### config.mk
export PLATFORM = sky130hd
export DESIGN_NAME = reg_file
export DESIGN_NICKNAME = d
export VERILOG_FILES = /design/src/rtl/reg_file.sv
export SDC_FILE = /design/constraint.sdc
export NUM_CORES = 2
export LEC_CHECK = 0
export CORE_MARGIN = 3
export CORE_UTILIZATION = 62
export CTS_BUF_LIST = sky130_fd_sc_hd__clkbuf_2
export DETAILED_ROUTE_END_ITERATION = 7
export PLACE_DENSITY = 0.86
export SETUP_SLACK_MARGIN = 0.5
export SLEW_MARGIN = 20
export SYNTH_ARGS = -nofsm -noshare
export SYNTH_HDL_FRONTEND = slang
export SYNTH_SLANG_ARGS = --single-unit
### constraint.sdc
create_clock -name clk -period 5.9 [get_ports clk]
set_input_delay 0.885 -clock clk [delete_from_list [all_inputs] [get_ports clk]]
set_output_delay 0.885 -clock clk [all_outputs]
set_load 0.01 [all_outputs]
### src/rtl/reg_file.sv
// 32x32 MIPS general-purpose register file: two combinational read ports, one write port, debug read.
// Optional write-through forwarding on rd1/rd2 when REG_FILE_BYPASS_EN is defined.
module reg_file #(
    parameter int unsigned DATA_W = 32,
    parameter int unsigned ADDR_W = 5
) (
    input  logic              clk,
    input  logic              rst_n,
    input  logic [ADDR_W-1:0] ra1,
    input  logic [ADDR_W-1:0] ra2,
    output logic [DATA_W-1:0] rd1,
    output logic [DATA_W-1:0] rd2,
    input  logic              we,
    input  logic [ADDR_W-1:0] wa,
    input  logic [DATA_W-1:0] wd,
    input  logic [ADDR_W-1:0] dbg_addr,
    output logic [DATA_W-1:0] dbg_data
);

    localparam int unsigned NUM_REGS = 2 ** ADDR_W;

    logic [DATA_W-1:0] regs_q [NUM_REGS];
    logic              wr_en;

    // Index 0 is never written, so its flop stays at the reset value of zero.
    assign wr_en = we && (wa != '0);

    always_ff @(posedge clk or negedge rst_n) begin
        if (!rst_n) begin
            for (int i = 0; i < NUM_REGS; i++) begin
                regs_q[i] <= '0;
            end
        end else if (wr_en) begin
            regs_q[wa] <= wd;
        end
    end

`ifdef REG_FILE_BYPASS_EN
    logic byp1, byp2;
    assign byp1 = rst_n && wr_en && (ra1 == wa);
    assign byp2 = rst_n && wr_en && (ra2 == wa);
`endif

    always_comb begin
        rd1      = (ra1 == '0) ? '0 : regs_q[ra1];
        rd2      = (ra2 == '0) ? '0 : regs_q[ra2];
        dbg_data = (dbg_addr == '0) ? '0 : regs_q[dbg_addr];
`ifdef REG_FILE_BYPASS_EN
        // wr_en already excludes index 0, so the zero-register rule is preserved.
        if (byp1) rd1 = wd;
        if (byp2) rd2 = wd;
`endif
    end

endmodule

## Word level (Yosys, flattened, before mapping)

Index checks and enable logic that the tools add are counted.

- Register bits: 1024
- Bits in latches: 0
- RAM bits: 0
- Bits in read-only memories: 0
- Input port bits: 55
- Output and inout bits: 96
- Memories: 0

- $add $sub $neg: 0
- Multiply operators: 0
- Divide/modulo/power cells: 0
- Order comparisons: 5
- Eq/ne operators: 0
- Shift-type cells: 0
- Multiplexer cells: 15
- Bitwise logic cells: 4
- Reductions and logical operators: 6

Operator list:

| cell | number |
|---|---|
| 1024-bit bitwise mux | 1 |
| 32-bit binary-select mux with 5-bit select | 3 |
| 32-bit 2-to-1 mux | 10 |
| 32-bit demux with 5-bit select | 1 |
| 6-bit >= comparator, second input constant | 4 |
| 5-bit NOT with 6-bit output | 4 |
| 5-bit logical NOT | 3 |
| 6-bit by 1-bit < comparator with 1-bit output, second input constant | 1 |
| 5-bit nonzero test | 1 |
| 1-bit logical AND | 2 |

## Longest topological paths before layout

- Word-level depth: 6
- Depth in mapped cells: 10

## Worst setup path after synthesis

Ideal clock, no wire load.

- Path kind: input -> output
- Start point: in dbg_addr[1]
- End point: out dbg_data[20]
- Arrival time: 2567 ps
- Required time: 5015 ps
- Slack: 2448 ps
- Stages: 7
- Buffers on the path: 3
- Path through: buf_2 -> buf_4 -> buf_2 -> mux4_2 -> mux2_2 -> o22ai_1 -> nor3_1

- Cells in the longest elaborated chain, start to end: 5
- Elaborated cells between the ends (all ways): 6
- Those cells by class: mux: 4; bitwise: 1; reduce/logical: 1

Ends and longest elaborated chain:

| element | line | source |
|---|---|---|
| start, declared | 16 | `input logic [ADDR_W-1:0] dbg_addr,` |
| 5-bit NOT with 6-bit output (implied by the code) | 47 | `dbg_data = (dbg_addr == '0) ? '0 : regs_q[dbg_addr];` |
| 32-bit binary-select mux with 5-bit select | 47 |  |
| 32-bit 2-to-1 mux (implied by the code) (2 in a row) | 47 |  |
| 32-bit 2-to-1 mux (*) | 47 |  |
| end, declared | 17 | `output logic [DATA_W-1:0] dbg_data` |

Mark *: on every way between the ends. The rest lies on a longest branch, timed or not. The select of a mux whose other input is x is not followed.

## Worst setup path in the final report

- Start point: in ra1[3]
- End point: out rd1[16]

- Cells in the longest elaborated chain, start to end: 5
- Elaborated cells between the ends (all ways): 6
- Those cells by class: mux: 4; bitwise: 1; reduce/logical: 1

Ends and longest elaborated chain:

| element | line | source |
|---|---|---|
| start, declared | 9 | `input logic [ADDR_W-1:0] ra1,` |
| 5-bit NOT with 6-bit output (implied by the code) | 45 | `rd1 = (ra1 == '0) ? '0 : regs_q[ra1];` |
| 32-bit binary-select mux with 5-bit select | 45 |  |
| 32-bit 2-to-1 mux (implied by the code) (2 in a row) | 45 |  |
| 32-bit 2-to-1 mux (*) | 45 |  |
| end, declared | 11 | `output logic [DATA_W-1:0] rd1,` |

Marks and branches as above.

==> results.yml <==
run_status:
  status: "complete, no violations"
timing:
  grt_setup_unrepaired: "no"
  fin_crit_ps: 5590
  drv_slew: 0
  timing.hold.ws_ps: 46.1
  finalSetupViolations: 0
  fmax_mhz: 179
  finClkSkew_ps: 0
  tightest_slew_ps: 1290
  finalHoldViolCount: 0
  fin_ws_ps: 308
  finalCritPeriodShare_pct: 94.8
  slew_headroom_pct: 14.1
routing:
  vias_per_cell: 8.02
  routedWlPerCell_um: 37.1
  wirelength_um: 214000
  drt_pass1_iterations: 8
  drc: 0
  antenna_left: 0
  drtIter0Drc: 7867
  vias: 46378
layout:
  final_cell_mix: "mux2_2 (1056), dfrtp_1 (1024), mux4_2 (680)"
  reg.largest.list: "regs_q: 1024 flops"
  fin_area_um2: 67700
  area_delta_synth_final_pct: 8.58
  fin_cells: 5780
  mostFrequentLayoutCell: "mux2_2"
  drive_above_1_share_pct: 53.3
  largest-register: "regs_q"
  largest_reg_flops: 1024
  nets: 4368
clocking:
  cts_tree: "yes"
  clkSinkCount: 1024
  clock_latency_ps: 1530
  cts_root_buffer: "clkbuf_2"
  cts_hold_buffers: 3
  clk_pin_slew_ps: 100
  cts_setup_buffers: 0
  h-tree-depth: 5
  clk_path_buf_depth: 4
  post_cts_resized: 0
  cts_buffers: 280
synth:
  synth_cell_type_count: 42
  synth_seq_cells: 1024
  syn_inst: 4203
  ys_warn_count: 0
  async_flop_share_pct: 100
  synth_edf_count: 0
  synth.avg_cell_area_um2: 14.8
  syn_area_um2: 62300
  synth_nets: 4258
  synth_ff_type: "dfrtp_1"
  synth_seq_area_share_pct: 41.1
critical_path:
  start_kind: "input pin"
  crit_type: "input pin to primary output"
  worstPathRequired_ps: 5020
  cp.arrival_ps: 4710
  path_max_fanout: 22
  critPathCaptureType: "primary output"
floorplan:
  die_x_um: 323
  die_h_um: 323
  dieArea_um2: 104000
  core-area_um2: 99000
  start_util_pct: 63.0
  num_rows: 115
  io_pins: 151
placed_design:
  post-place-cells: 5312
  io_buffer_count: 150
  place_area_um2: 65300
  place_congestion: 0.938
  place_ws_ps: 776
  dpl.hpwl_um: 129000
grt:
  grt_pass1_vias: 47139
  antenna_found_initial: 21
  grt_pass1_wl_um: 313000
  grt_overflow_total: 0
  grt_max_degree: 153
  gr-usage-all-layers_pct: 41.4
power:
  power.density_nw_per_um2: 301
  max-vdd-ir-drop_uv: 181
  p_leak_nw: 28.9
flow_run:
  cap_violations: 0
hold_path:
  hold_class: "input pin to flop"
[cells in the mapped netlist (2+ instances only)]
master | count | area share [%]
buf_2 | 114 | 0.92
dfrtp_1 | 1024 | 41
and2_1 | 18 | 0.18
a21o_1 | 4 | 0.048
nor4_1 | 23 | 0.23
a211oi_1 | 56 | 0.67
a2111oi_0 | 29 | 0.41
or2_2 | 4 | 0.040
mux2_2 | 1056 | 19
and3_1 | 3 | 0.030
nand2b_1 | 9 | 0.090
o21ai_0 | 2 | 0.016
or3b_2 | 3 | 0.042
a21oi_1 | 40 | 0.32
clkbuf_1 | 264 | 1.6
a22o_1 | 47 | 0.66
nand2_1 | 31 | 0.19
o22ai_1 | 94 | 0.94
nor2_1 | 21 | 0.13
mux4_2 | 680 | 25
nand3_1 | 4 | 0.032
nor3b_1 | 4 | 0.048
a221oi_1 | 4 | 0.056
o32ai_1 | 14 | 0.20
nor3_1 | 67 | 0.54
buf_1 | 67 | 0.40
buf_4 | 45 | 0.54
a32o_1 | 7 | 0.11
clkbuf_4 | 2 | 0.024
buf_6 | 17 | 0.31
nand3b_1 | 5 | 0.060
o221ai_1 | 25 | 0.35
mux2i_1 | 283 | 4.5
clkinv_1 | 2 | 0.012
nor2b_1 | 50 | 0.50
a22oi_1 | 79 | 0.95
[final timing paths]
| path | depth (start not counted) | to | startpoint | slack [ps] |
|---|---|---|---|---|
| max in group asynchronous | 4 | regs_q[1] | rst_n | 4120 |
| worst min register to register | 0 | regs_q[996] | regs_q[996] | 420 |
| min in group asynchronous | 3 | regs_q[542] | rst_n | 510 |
| worst max register to register | 1 | regs_q[305] | regs_q[305] | 5040 |
| worst min-delay path | 2 | regs_q[857] | wd[25] | 50 |
| worst max-delay path | 7 | rd1[16] | ra1[3] | 310 |
[layout make-up]
class	count	area (um2)
antenna	17	42.5
clock buffer	381	1910
clock inverter	64	329
fill	6466	31300
inverter	2	7.51
multi-input combinational	2667	34600
sequential	1024	25600
tap	1287	1610
timing repair buffer	338	3580
[power breakdown]
| part | total [mW] | leakage (nW) | internal [mW] | switching, mW |
|---|---|---|---|---|
| clock | 4.91 | 1.75 | 1.85 | 3.06 |
| combinational | 5.72 | 14.0 | 3.40 | 2.32 |
| sequential | 9.76 | 13.1 | 8.34 | 1.42 |
[routing by layer]
metal / global-route usage, % / vias up / part of all wire [%] / routed length (um)
li1: - / 17186 / - / -
met1: 51.4 / 23566 / 33 / 70400
met2: 57.5 / 4377 / 42 / 90600
met3: 20.4 / 1231 / 17 / 35900
met4: 26.8 / 18 / 7.8 / 16800
met5: 4.35 / - / 0.34 / 732
[kinds of logic (layout without fill, tap and decap cells)]
| logic type | count (synthesis) | after routing | share of synthesized area, % |
|---|---|---|---|
| AOI/OAI and AO/OA | 403 | 403 | 4.76 |
| buffers and inverters | 512 | 785 | 3.80 |
| DFF | 1024 | 1024 | 41.1 |
| muxes | 2019 | 2019 | 48.2 |
| other | 0 | 17 | 0 |
| and+or+nand+nor | 245 | 245 | 2.15 |
[per-stage QoR]
step	TNS [ps]	power, mW	utilization (%)
2_1_floorplan	0	13.4	-
3_3_place_gp	-81.0	15.1	65.9
3_5_place_dp	0	15.4	66.0
4_1_cts	0	20.2	68.3
5_1_grt	0	21.2	68.4
6_report	0	20.4	68.4
[critical path, cell delays in order]
cell,delay (ps)
buf_2,580
or3b_2,1020
o221ai_1,280
a211oi_1,970
nor3_1,260
buf_4,220
clkdlybuf4s50_1,470
Power figures use the tool's default switching activity.
